### src/rtl/pid_scheduler.sv
// Round-robin scheduler that time-multiplexes one pid core across NCH channels.
// Latches per-channel samples, issues a start pulse, waits PID_LAT cycles, returns a tagged result.
module pid_scheduler #(
  parameter  int unsigned NCH     = 4,
  parameter  int unsigned PID_LAT = 4,
  localparam int unsigned CW      = $clog2(NCH)
) (
  input  logic              clk,
  input  logic              rst,
  input  logic              enable,
  input  logic [NCH-1:0]    req,
  input  logic [16*NCH-1:0] data_in,
  input  logic              ovr_clr,
  output logic              pid_start,
  output logic [15:0]       pid_data_in,
  output logic [CW-1:0]     pid_ch,
  input  logic [15:0]       pid_data_out,
  output logic              res_valid,
  output logic [CW-1:0]     res_ch,
  output logic [15:0]       res_data,
  output logic              busy,
  output logic [NCH-1:0]    overrun
);

  localparam int unsigned CNTW = $clog2(PID_LAT + 1);

  typedef enum logic {S_IDLE, S_WAIT} state_e;

  state_e            state_q, state_d;
  logic [CNTW-1:0]   cnt_q, cnt_d;
  logic [CW-1:0]     ptr_q, ptr_d;
  logic [NCH-1:0]    pending_q, pending_d;
  logic [NCH-1:0]    ovr_q, ovr_d;
  logic [15:0]       sample_q [NCH];
  logic [15:0]       sample_d [NCH];
  logic              pid_start_q, pid_start_d;
  logic [15:0]       pid_data_in_q, pid_data_in_d;
  logic [CW-1:0]     pid_ch_q, pid_ch_d;
  logic              res_valid_q, res_valid_d;
  logic [CW-1:0]     res_ch_q, res_ch_d;
  logic [15:0]       res_data_q, res_data_d;

  logic              grant_vld;
  logic [CW-1:0]     grant_ch;
  logic [CW-1:0]     cand;
  logic              grant;
  logic [NCH-1:0]    grant_mask;
  logic [NCH-1:0]    new_ovr;

  // First pending channel at or after ptr, wrapping modulo NCH.
  always_comb begin
    grant_vld = 1'b0;
    grant_ch  = '0;
    cand      = '0;
    for (int unsigned i = 0; i < NCH; i++) begin
      cand = CW'((32'(ptr_q) + i) % NCH);
      if (!grant_vld && pending_q[cand]) begin
        grant_vld = 1'b1;
        grant_ch  = cand;
      end
    end
  end

  assign grant      = (state_q == S_IDLE) && enable && grant_vld;
  assign grant_mask = grant ? (NCH'(1) << grant_ch) : '0;

  // A request on the granting edge re-arms pending without counting as an overrun.
  always_comb begin
    new_ovr   = req & pending_q & ~grant_mask;
    pending_d = (pending_q & ~grant_mask) | req;
    ovr_d     = (ovr_q & ~{NCH{ovr_clr}}) | new_ovr;
    for (int unsigned c = 0; c < NCH; c++) begin
      sample_d[c] = req[c] ? data_in[16*c +: 16] : sample_q[c];
    end
  end

  always_comb begin
    state_d       = state_q;
    cnt_d         = cnt_q;
    ptr_d         = ptr_q;
    pid_start_d   = 1'b0;
    pid_data_in_d = pid_data_in_q;
    pid_ch_d      = pid_ch_q;
    res_valid_d   = 1'b0;
    res_ch_d      = res_ch_q;
    res_data_d    = res_data_q;
    case (state_q)
      S_IDLE: begin
        if (grant) begin
          ptr_d         = CW'((32'(grant_ch) + 1) % NCH);
          pid_data_in_d = sample_q[grant_ch];
          pid_ch_d      = grant_ch;
          pid_start_d   = 1'b1;
          cnt_d         = '0;
          state_d       = S_WAIT;
        end
      end
      S_WAIT: begin
        cnt_d = cnt_q + 1'b1;
        if (cnt_q == CNTW'(PID_LAT)) begin
          res_data_d  = pid_data_out;
          res_ch_d    = pid_ch_q;
          res_valid_d = 1'b1;
          state_d     = S_IDLE;
        end
      end
      default: state_d = S_IDLE;
    endcase
  end

  always_ff @(posedge clk or negedge rst) begin
    if (!rst) begin
      state_q       <= S_IDLE;
      cnt_q         <= '0;
      ptr_q         <= '0;
      pending_q     <= '0;
      ovr_q         <= '0;
      pid_start_q   <= 1'b0;
      pid_data_in_q <= '0;
      pid_ch_q      <= '0;
      res_valid_q   <= 1'b0;
      res_ch_q      <= '0;
      res_data_q    <= '0;
      for (int unsigned c = 0; c < NCH; c++) begin
        sample_q[c] <= '0;
      end
    end else begin
      state_q       <= state_d;
      cnt_q         <= cnt_d;
      ptr_q         <= ptr_d;
      pending_q     <= pending_d;
      ovr_q         <= ovr_d;
      pid_start_q   <= pid_start_d;
      pid_data_in_q <= pid_data_in_d;
      pid_ch_q      <= pid_ch_d;
      res_valid_q   <= res_valid_d;
      res_ch_q      <= res_ch_d;
      res_data_q    <= res_data_d;
      for (int unsigned c = 0; c < NCH; c++) begin
        sample_q[c] <= sample_d[c];
      end
    end
  end

  assign pid_start   = pid_start_q;
  assign pid_data_in = pid_data_in_q;
  assign pid_ch      = pid_ch_q;
  assign res_valid   = res_valid_q;
  assign res_ch      = res_ch_q;
  assign res_data    = res_data_q;
  assign busy        = (state_q == S_WAIT);
  assign overrun     = ovr_q;

endmodule

### config.mk
export PLATFORM = sky130hd
export DESIGN_NAME = pid_scheduler
export DESIGN_NICKNAME = d
export VERILOG_FILES = /design/src/rtl/pid_scheduler.sv
export SDC_FILE = /design/constraint.sdc
export NUM_CORES = 1
export LEC_CHECK = 0
export ABC_AREA = 1
export CORE_UTILIZATION = 50
export CTS_CLUSTER_SIZE = 8
export DETAILED_ROUTE_END_ITERATION = 10
export PLACE_DENSITY_LB_ADDON = 0.1
export SLEW_MARGIN = 30
export SYNTH_ARGS = -nofsm -noshare
export SYNTH_HDL_FRONTEND = slang
export SYNTH_SLANG_ARGS = --single-unit
### constraint.sdc
create_clock -name clk -period 2.05 [get_ports clk]
set_clock_uncertainty 0.2 [all_clocks]
set_input_delay 0.3075 -clock clk [delete_from_list [all_inputs] [get_ports clk]]
set_output_delay 0.3075 -clock clk [all_outputs]
set_load 0.01 [all_outputs]
Word-level counts from Yosys, hierarchy flattened --
Cells that the tools add are included.
Storage, ports and cells: flip-flop bits (word level) 116, output and inout port bits 43
Operators by class: add/subtract/negate cells 5, $lt $le $gt $ge 5, equal/unequal tests 2, shift operators 1, muxes and demuxes 28, bitwise operators 10, reductions and logical operators 10
Operator list (count):
- $bmux 16 s2 | 1
- $mux 16 | 2
- $and 4x4->4 | 4
- $mux 1 | 13
- $lt 2x3->1 const B | 4
- $bmux 1 s2 | 4
- $mux 2 | 4
- $not 4->4 | 2
- $or 4x4->4 | 2
- $pmux 3 s2 | 1
- $logic_and 1x1->1 | 5
- $add 2x1->2 const B | 2
- $add 2x2->2 const B | 2
- $mux 4 | 1
- $reduce_and 2->1 | 2
- $shl 1x2->4 const A | 1
- $add 3x1->3 const B | 1
- $eq 3x3->1 const B | 1
- $ge 3x3->1 const B | 1
- $logic_not 1->1 | 3
- $mux 3 | 1
- $not 2->3 | 1
- $ne 2x2->1 const B | 1
- $pmux 1 s2 | 1
- $not 1->1 | 1

Depth between registers and ports, before layout --
Gate-level depths: netlist (run 1).
depth in word-level cells 17, mapped depth 16

Worst setup path after synthesis (run 1) --
OpenSTA, ideal clock, no wires.
path kind register -> register, from register ptr_q[0], to register pid_data_in_q[0] (netlist: pid_data_in[0]), library setup time 117 ps, arrival 1570 ps, setup slack 163 ps, cell stages (with the launch flop) 14, buffers on the path 2, cell sequence dfrtp_1 buf_4 nand2_1 nand2_2 nand2_1 nand2_1 nor2_4 nand2_1 or2_4 nand3_4 inv_2 buf_2 nand2_1 nand2_1
Between the ends: cells in the longest elaborated chain, start to end 16, elaborated cells on any way between the ends 31, those cells by class add/sub (3); mux (19); bitwise (1); reduce/logical (8)
Ends and longest elaborated chain:
- from (decl) | line 31 | logic [CW-1:0] ptr_q, ptr_d;
- from (signal assigned) | line 130 | ptr_q <= ptr_d;
- branches (longest 16 deep; another with $add 2x1->2)
- to (signal assigned) | line 134 | pid_data_in_q <= pid_data_in_d;
- to (decl) | line 37 | logic [15:0] pid_data_in_q, pid_data_in_d;
Parallel ways; which one is timed is not known. The select of a mux whose other input is x is not followed. A chain may end at the register's enable or synchronous reset.

Final worst setup path (run 1) --
from register ptr_q[0], to register pid_data_in_q[10] (netlist: pid_data_in[10])
Same word-level chain as after synthesis.

==> results by group, run 1 <==
Status
  • Outcome: complete, but fails checks
  • Failing checks: negative setup slack

Timing
  • Fmax: around 0.43 GHz
  • Slew @ Worst Pin: ~0.55 ns
  • Setup-failing EPs final: 32
  • Final TNS setup: -5.70 ns
  • RSZ-0062 raised after global routing: true
  • Count of pins over their slew limit: 0
  • Fin crit period: roughly 2.3 ns
  • Setup ws final: -0.257 ns
  • Relative slew slack: a little over three fifths
  • Final hold vios: 0
  • Final worst-path cycle share: 113%

Worst setup path
  • Worst EP arrival: 2.54 ns
  • Worst path buffer plus inverter count: 2
  • Critical path peak fanout: 6
  • Worst setup startpoint: ptr_q[0]$_DFFE_PN0P_
  • Crit. End Element: flop
  • Critical-path top delay cell: dfrtp_2
  • Worst path required time: between 2 and 2.5 ns
  • Critical path class: reg -> reg
  • RR Endpoint: pid_data_in[10]$_DFFE_PN0P_
  • CP Depth: 15
  • Critical Path, Cell by Cell: buf_8, nand2_4, nand3_4, nand2_4, nor2_4, nand3_2, nand2_4, nand2_8, clkbuf_16, nand2_2, nand2_2, nand2_2, nand2_1, nand2_1, nand2_1
  • Flop-to-flop setup slack: -0.26 ns
  • Worst setup SP type: flop
  • RR Startpoint: ptr_q[0]$_DFFE_PN0P_
  • Critical Path End: pid_data_in[10]$_DFFE_PN0P_
  • Top Family by Delay on Critical Path: simple AND/OR/NAND/NOR gates
  • Worst R2R Path Depth: 15
  • CP peak stage delay: approximately 0.46 ns

Job
  • Max_cap viols: 0

Power and ir drop
  • Net Sw Frac: around two fifths
  • Sequential share of power: between 20% and 30%
  • Worst vdd ir: ~0.75 mV
  • Psw: between 5 and 6 mW
  • Internal power: ~8.0 mW
  • P_leak: 4.09 nW
  • Comb pwr share: 50.5%
  • Clock share of power: between 20 and 25%
  • P per Cell Area: roughly 1600 nW/um^2

Yosys
  • Syn_nets: between 700 and 800
  • Adder-cell share of the synthesized area: less than 1%
  • Unique masters post-synth: 26
  • XOR/XNOR share of the synthesized area: 0.165%
  • Syn Area/Cell: 8.36 um^2
  • Yosys warnings: 0
  • Post-synthesis simple-gate area fraction: around a third
  • Compound-Gate Fraction of Synth Area: approximately 1.6%
  • Post-synthesis sequential area ratio: a little over half
  • Seq cells post-synth: 116
  • Main combinational cell family by area after synthesis: simple AND/OR/NAND/NOR gates
  • Post-Syn Instances: 634
  • Post-Syn Area: 5300 um^2
  • Post-synthesis mux area share: under 10%

Global route
  • Largest net degree at the start of global routing: ~40
  • Tot GR Track Use: 28.3%
  • Grt met2 use: 46.9%
  • Busiest grt layer: met2
  • Vias in the first global route: 4,927
  • Gr ovfl total: 0
  • Met3 Track Usage GR: 6.67%
  • Initial antenna violation count: 0
  • First-pass GRT wire length: 24,000 um
  • Met1 Use GR: 35.1%

Placed design
  • Routability Congestion: approximately 0.85
  • DP Wirelength: 9580 um
  • Dpl ws: -0.211 ns
  • Port buffer count: 130

Clocking
  • Root Buffer: clkbuf_8
  • TritonCTS clock tree: built
  • H-tree levels: 4
  • Worst-path clk slew: roughly 0.060 ns
  • Cts bufs inserted: 17
  • CTS Sinks: approximately 120
  • Latest clock arrival within the worst-skew pair: ~0.54 ns
  • Clock Tree Buf Depth: 2

Cells and area
  • Most frequent cells in the layout: nand2_1 (293), clkdlybuf4s50_1 (129), dfrtp_1 (113)
  • # fillers: 650
  • Ant. Diodes: 0
  • Layout overhead on the synthesized area: 55.4%
  • Final nets: around 890
  • Layout cells sized above 1: ~26%
  • Most common cell after layout, fill and taps aside: nand2_1

Die
  • Die Width: 105 um
  • Die height: ~100 um
  • Row cnt: 37
  • CORE AREA: between 10,000 and 15,000 um^2
  • DIE AREA: ~11,000 um^2
  • I/O Pins: ~130
  • Starting Density: about 52%

Routing
  • Final ANT Viol Nets: 0
  • Vias: between 5,000 and 6,000
  • DR DRC count: 0
  • Drt via density: 5.39
  • First drt pass iteration count: 7
  • 1st-iter DRT viols: 429
  • Drt wl/cell: between 15 and 20 um
  • Final WL: 17,000 um

Hold path
  • Hold Path Class: in -> async
==> synthesized netlist by cell type <==
master,n,share of area (%)
nand3_4,1,0.33
inv_2,3,0.21
buf_4,3,0.42
nand3_1,40,3.8
clkbuf_1,9,0.64
inv_1,12,0.85
buf_1,3,0.21
nor2_4,1,0.21
nor3_2,1,0.19
buf_2,10,0.94
buf_6,5,1.1
ha_1,2,0.47
or2_4,1,0.17
o21ai_1,2,0.19
nand2_4,1,0.21
o21ai_0,7,0.66
nor2_1,9,0.64
o21bai_1,3,0.42
dfrtp_1,116,55
clkinv_1,3,0.21
nor2_2,1,0.12
nand2_1,361,26
nand2_2,4,0.47
mux2_2,32,6.8
a21oi_1,3,0.28
xor2_1,1,0.17
==> power groups by stage <==
stage | combinational (mW) | clock (mW) | sequential (mW)
finish | 6.65 | 3.24 | 3.27
global route | 7.09 | 3.35 | 3.33
CTS | 5.19 | 3.22 | 3.21
detailed placement | 4.64 | 0 | 3.24
global placement | 4.55 | 0 | 3.21
floorplan | 2.63 | 0 | 3.33
==> per-stage QoR <==
step | area [um^2] | hold slack, ns | utilization, % | std cells | power, mW
after CTS | 7690 | 0.101 | 74.8 | 930 | 11.6
after global routing | 8240 | 0.116 | 80.2 | 947 | 13.8
final | 8240 | 0.0932 | 80.2 | 947 | 13.2
after detailed placement | 6860 | 0.128 | 66.8 | 894 | 7.88
after global placement | 6860 | 0.129 | 66.8 | 894 | 7.76
after floorplan | 5300 | -0.188 | - | 634 | 5.96
==> flip-flops by register name, summed over array words and instances (netlist names) <==
name / count
cnt_q: 3
pid_start: 1
overrun: 4
pid_ch: 2
pid_data_in: 16
res_valid: 1
sample_q: 64
busy: 1
pending_q: 4
res_ch: 2
res_data: 16
ptr_q: 2
==> worst min-delay path by stage <==
stage	startpoint	endpoint	slack, ns	cells after the start
after CTS	pid_data_out[8]	res_data[8]$_DFFE_PN0P_	0.10	3
after detailed placement	rst	cnt_q[1]$_DFFE_PN0P_	0.13	1
after global placement	rst	pid_data_in[4]$_DFFE_PN0P_	0.13	1
after floorplan	rst	busy$_DFF_PN0_	-0.19	0
after global routing	data_in[51]	sample_q[3]$_DFFE_PN0P_	0.12	3
final	rst	pid_start$_DFF_PN0_	0.09	2
==> final cells by class <==
class / instances / area, um^2 / share of cell area (%)
multi-input combinational: 470 / 2530 / 30.7
timing repair inverter: 3 / 37.5 / 0.456
clock buffer: 22 / 463 / 5.62
timing repair buffer: 173 / 1860 / 22.5
inverter: 18 / 101 / 1.23
sequential: 116 / 2910 / 35.3
clock inverter: 9 / 175 / 2.13
tap: 136 / 170 / 2.07
==> cell families (layout without fill, tap and decap cells) <==
| logic type | after synthesis | count (layout) |
|---|---|---|
| AO/OA/AOI/OAI | 15 | 15 |
| XOR/XNOR | 1 | 1 |
| adder cells (fa/ha/maj) | 2 | 2 |
| buffers and inverters | 48 | 225 |
| flip-flops | 116 | 116 |
| multiplexers | 32 | 32 |
| AND/OR/NAND/NOR | 420 | 420 |
==> what timing repair did <==
| action | 4_1_cts | 5_1_grt |
|---|---|---|
| hold buffers | 1 | 0 |
| setup buffers | 3 | 10 |
| pin swaps | 19 | 31 |
| setup endpoints to repair | 32 | 34 |
| hold endpoints to repair | 87 | 0 |
| gates cloned | 1 | 7 |
| resized for setup | 45 | 104 |
==> layer usage <==
layer	vias to the layer above	wire length (um)	share of wire [%]
met3	62	1040	6.1
met5	-	0	0
li1	2308	-	-
met4	0	686	4.0
met2	248	8540	50
met1	2487	6700	39
No activity file was read; power rests on OpenSTA's default activity.
==> inputs of run 2 (changes only) <==
--- a/config.mk
+++ b/config.mk
@@ -6,7 +6,7 @@
 export NUM_CORES = 1
 export LEC_CHECK = 0
 export ABC_AREA = 1
-export CORE_UTILIZATION = 50
+export CORE_UTILIZATION = 38
 export CTS_CLUSTER_SIZE = 8
 export DETAILED_ROUTE_END_ITERATION = 10
 export PLACE_DENSITY_LB_ADDON = 0.1
==> results by group, run 2 (synthesis gave the netlist of run 1 again) <==
Job
  • Max_cap viols: 0

Clocking
  • TritonCTS clock tree: built
  • H-tree levels: 4
  • CTS Sinks: roughly 120
  • Worst-path clk slew: approximately 0.050 ns
  • Cts bufs inserted: 17
  • Latest clock arrival within the worst-skew pair: ~0.41 ns
  • Root Buffer: clkbuf_16
  • Clock Tree Buf Depth: 2

Routing
  • First drt pass iteration count: 4
  • Final WL: approximately 16,000 um
  • DR DRC count: 0
  • Drt via density: 4.83
  • Vias: 4,738
  • Final ANT Viol Nets: 0
  • 1st-iter DRT viols: ~280
  • Drt wl/cell: 15.9 um

Status
  • Outcome: complete, but fails checks
  • Failing checks: negative setup slack

Cells and area
  • Final nets: ~880
  • Ant. Diodes: 0
  • Max reg flops: 64
  • Layout overhead on the synthesized area: 51.5%
  • Most frequent cells in the layout: nand2_1 (329), clkdlybuf4s50_1 (129), dfrtp_1 (114)
  • Final core utilization: about three fifths
  • Final Cell Area: about 8000 um^2
  • Layout cells sized above 1: about a fifth
  • Reg with most FFs: sample_q
  • # fillers: 1,175
  • Most common cell after layout, fill and taps aside: nand2_1

Worst setup path
  • Critical path peak fanout: 6
  • RR Startpoint: ptr_q[0]$_DFFE_PN0P_
  • Worst setup SP type: flop
  • Worst path most repeated cell: nand2_1
  • Critical Path, Cell by Cell: clkinvlp_4, nand2_2, nand2_2, nand2_2, nand2_2, a21oi_2, nand2_4, nand2_8, clkbuf_16, nand2_1, nand2_1, nand2_1, nand2_1, nand2_1, nand2_1
  • CP peak stage delay: around 0.47 ns
  • Critical-path top delay cell: dfrtp_2
  • Worst R2R Path Depth: 15
  • Top Family by Delay on Critical Path: simple AND/OR/NAND/NOR gates
  • Critical path class: reg -> reg
  • Crit. End Element: flop
  • Worst path required time: 2.20 ns
  • Flop-to-flop setup slack: -0.20 ns
  • Worst path buffer plus inverter count: 2
  • RR Endpoint: pid_data_in[9]$_DFFE_PN0P_
  • Worst EP arrival: ~2.4 ns

Timing
  • Setup ws final: -0.201 ns
  • Setup-failing EPs final: 30
  • Final worst-path cycle share: 110%
  • Final hold vios: 0
  • Final TNS setup: -4.04 ns
  • Relative slew slack: about three fifths
  • Fin crit period: 2.25 ns
  • RSZ-0062 raised after global routing: true
  • Slew @ Worst Pin: between 0.5 and 0.6 ns
  • Hold WS: about 0.20 ns
  • Fmax: about 0.44 GHz
  • Count of pins over their slew limit: 0

Hold path
  • Hold Path Class: in -> async

Global route
  • Largest net degree at the start of global routing: 35
  • Busiest grt layer: met2
  • First-pass GRT wire length: approximately 24,000 um
  • Met1 Use GR: between 20% and 30%
  • Gr ovfl total: 0
  • Met3 Track Usage GR: ~5.8%
  • Vias in the first global route: roughly 4,700
  • Tot GR Track Use: between 20 and 25%
  • Initial antenna violation count: 0
  • Grt met2 use: 36.8%

Power and ir drop
  • P_leak: ~4.0 nW
  • Worst vdd ir: 0.795 mV
  • P per Cell Area: between 1500 and 2000 nW/um^2
  • Overall Power: ~13 mW

Die
  • Die height: about 120 um
  • CORE AREA: roughly 13,000 um^2
  • I/O Pins: 131
  • Die Width: approximately 120 um
  • Starting Density: roughly two fifths
  • DIE AREA: between 10,000 and 15,000 um^2
  • Row cnt: 42

Placed design
  • DP Wirelength: 10,200 um
  • Area of placed instances: slightly below 7000 um^2
  • Routability Congestion: about 0.80
  • Port buffer count: 130
==> run 2: worst max path at each step <==
stage                                        endpoint  cells past startpoint                  from
after CTS                  pid_data_in[6]$_DFFE_PN0P_                     16  ptr_q[0]$_DFFE_PN0P_
after floorplan            pid_data_in[0]$_DFFE_PN0P_                     13  ptr_q[0]$_DFFE_PN0P_
after global routing             overrun[1]$_DFF_PN0_                     13  ptr_q[0]$_DFFE_PN0P_
after global placement    pid_data_in[12]$_DFFE_PN0P_                     13  ptr_q[0]$_DFFE_PN0P_
final                      pid_data_in[9]$_DFFE_PN0P_                     15  ptr_q[0]$_DFFE_PN0P_
after detailed placement   pid_data_in[4]$_DFFE_PN0P_                     13  ptr_q[0]$_DFFE_PN0P_
==> run 2: metrics by stage <==
stage,worst slack [ns],std cells
floorplan,0.163,634
global route,-0.274,981
detailed placement,-0.237,933
global placement,-0.117,933
CTS,-0.0891,974
finish,-0.201,981
==> run 2: layer usage <==
| metal | wire length (um) | vias to the layer above |
|---|---|---|
| met4 | 136 | 0 |
| li1 | - | 2307 |
| met3 | 807 | 10 |
| met5 | 0 | - |
| met2 | 8060 | 141 |
| met1 | 6580 | 2280 |
==> run 2: final cells by class <==
class | count | area [um^2] | area share [%]
Clock buffer | 23 | 488 | 6.08
Timing Repair Buffer | 167 | 1810 | 22.5
Timing Repair inverter | 1 | 7.51 | 0.0935
Multi-Input combinational cell | 471 | 2370 | 29.5
Sequential cell | 116 | 2910 | 36.2
Tap cell | 176 | 220 | 2.74
Clock inverter | 9 | 149 | 1.85
Inverter | 18 | 81.3 | 1.01
==> run 2: power breakdown <==
part	internal, mW	leakage, nW	switching (mW)
registers	2.86	1.39	0.390
clock network	2.15	0.317	0.991
logic	2.84	2.28	3.28
==> run 2: what timing repair did <==
| action | 4_1_cts | 5_1_grt |
|---|---|---|
| pin swaps | 5 | 29 |
| gates resized for setup | 32 | 52 |
| endpoints found under the setup margin | 31 | 32 |
| hold buffers | 1 | 0 |
| gates cloned | 3 | 4 |
| setup buffers | 5 | 3 |
| endpoints found under the hold margin | 28 | 0 |
==> run 2: worst reg2reg max path, cell delays in order (launching register included) <==
cell and delay, ns:
dfrtp_2 0.47, clkinvlp_4 0.18, nand2_2 0.09, nand2_2 0.07, nand2_2 0.07, nand2_2 0.07
a21oi_2 0.20, nand2_4 0.12, nand2_8 0.15, clkbuf_16 0.18, nand2_1 0.05, nand2_1 0.10
nand2_1 0.07, nand2_1 0.06, nand2_1 0.04, nand2_1 0.05
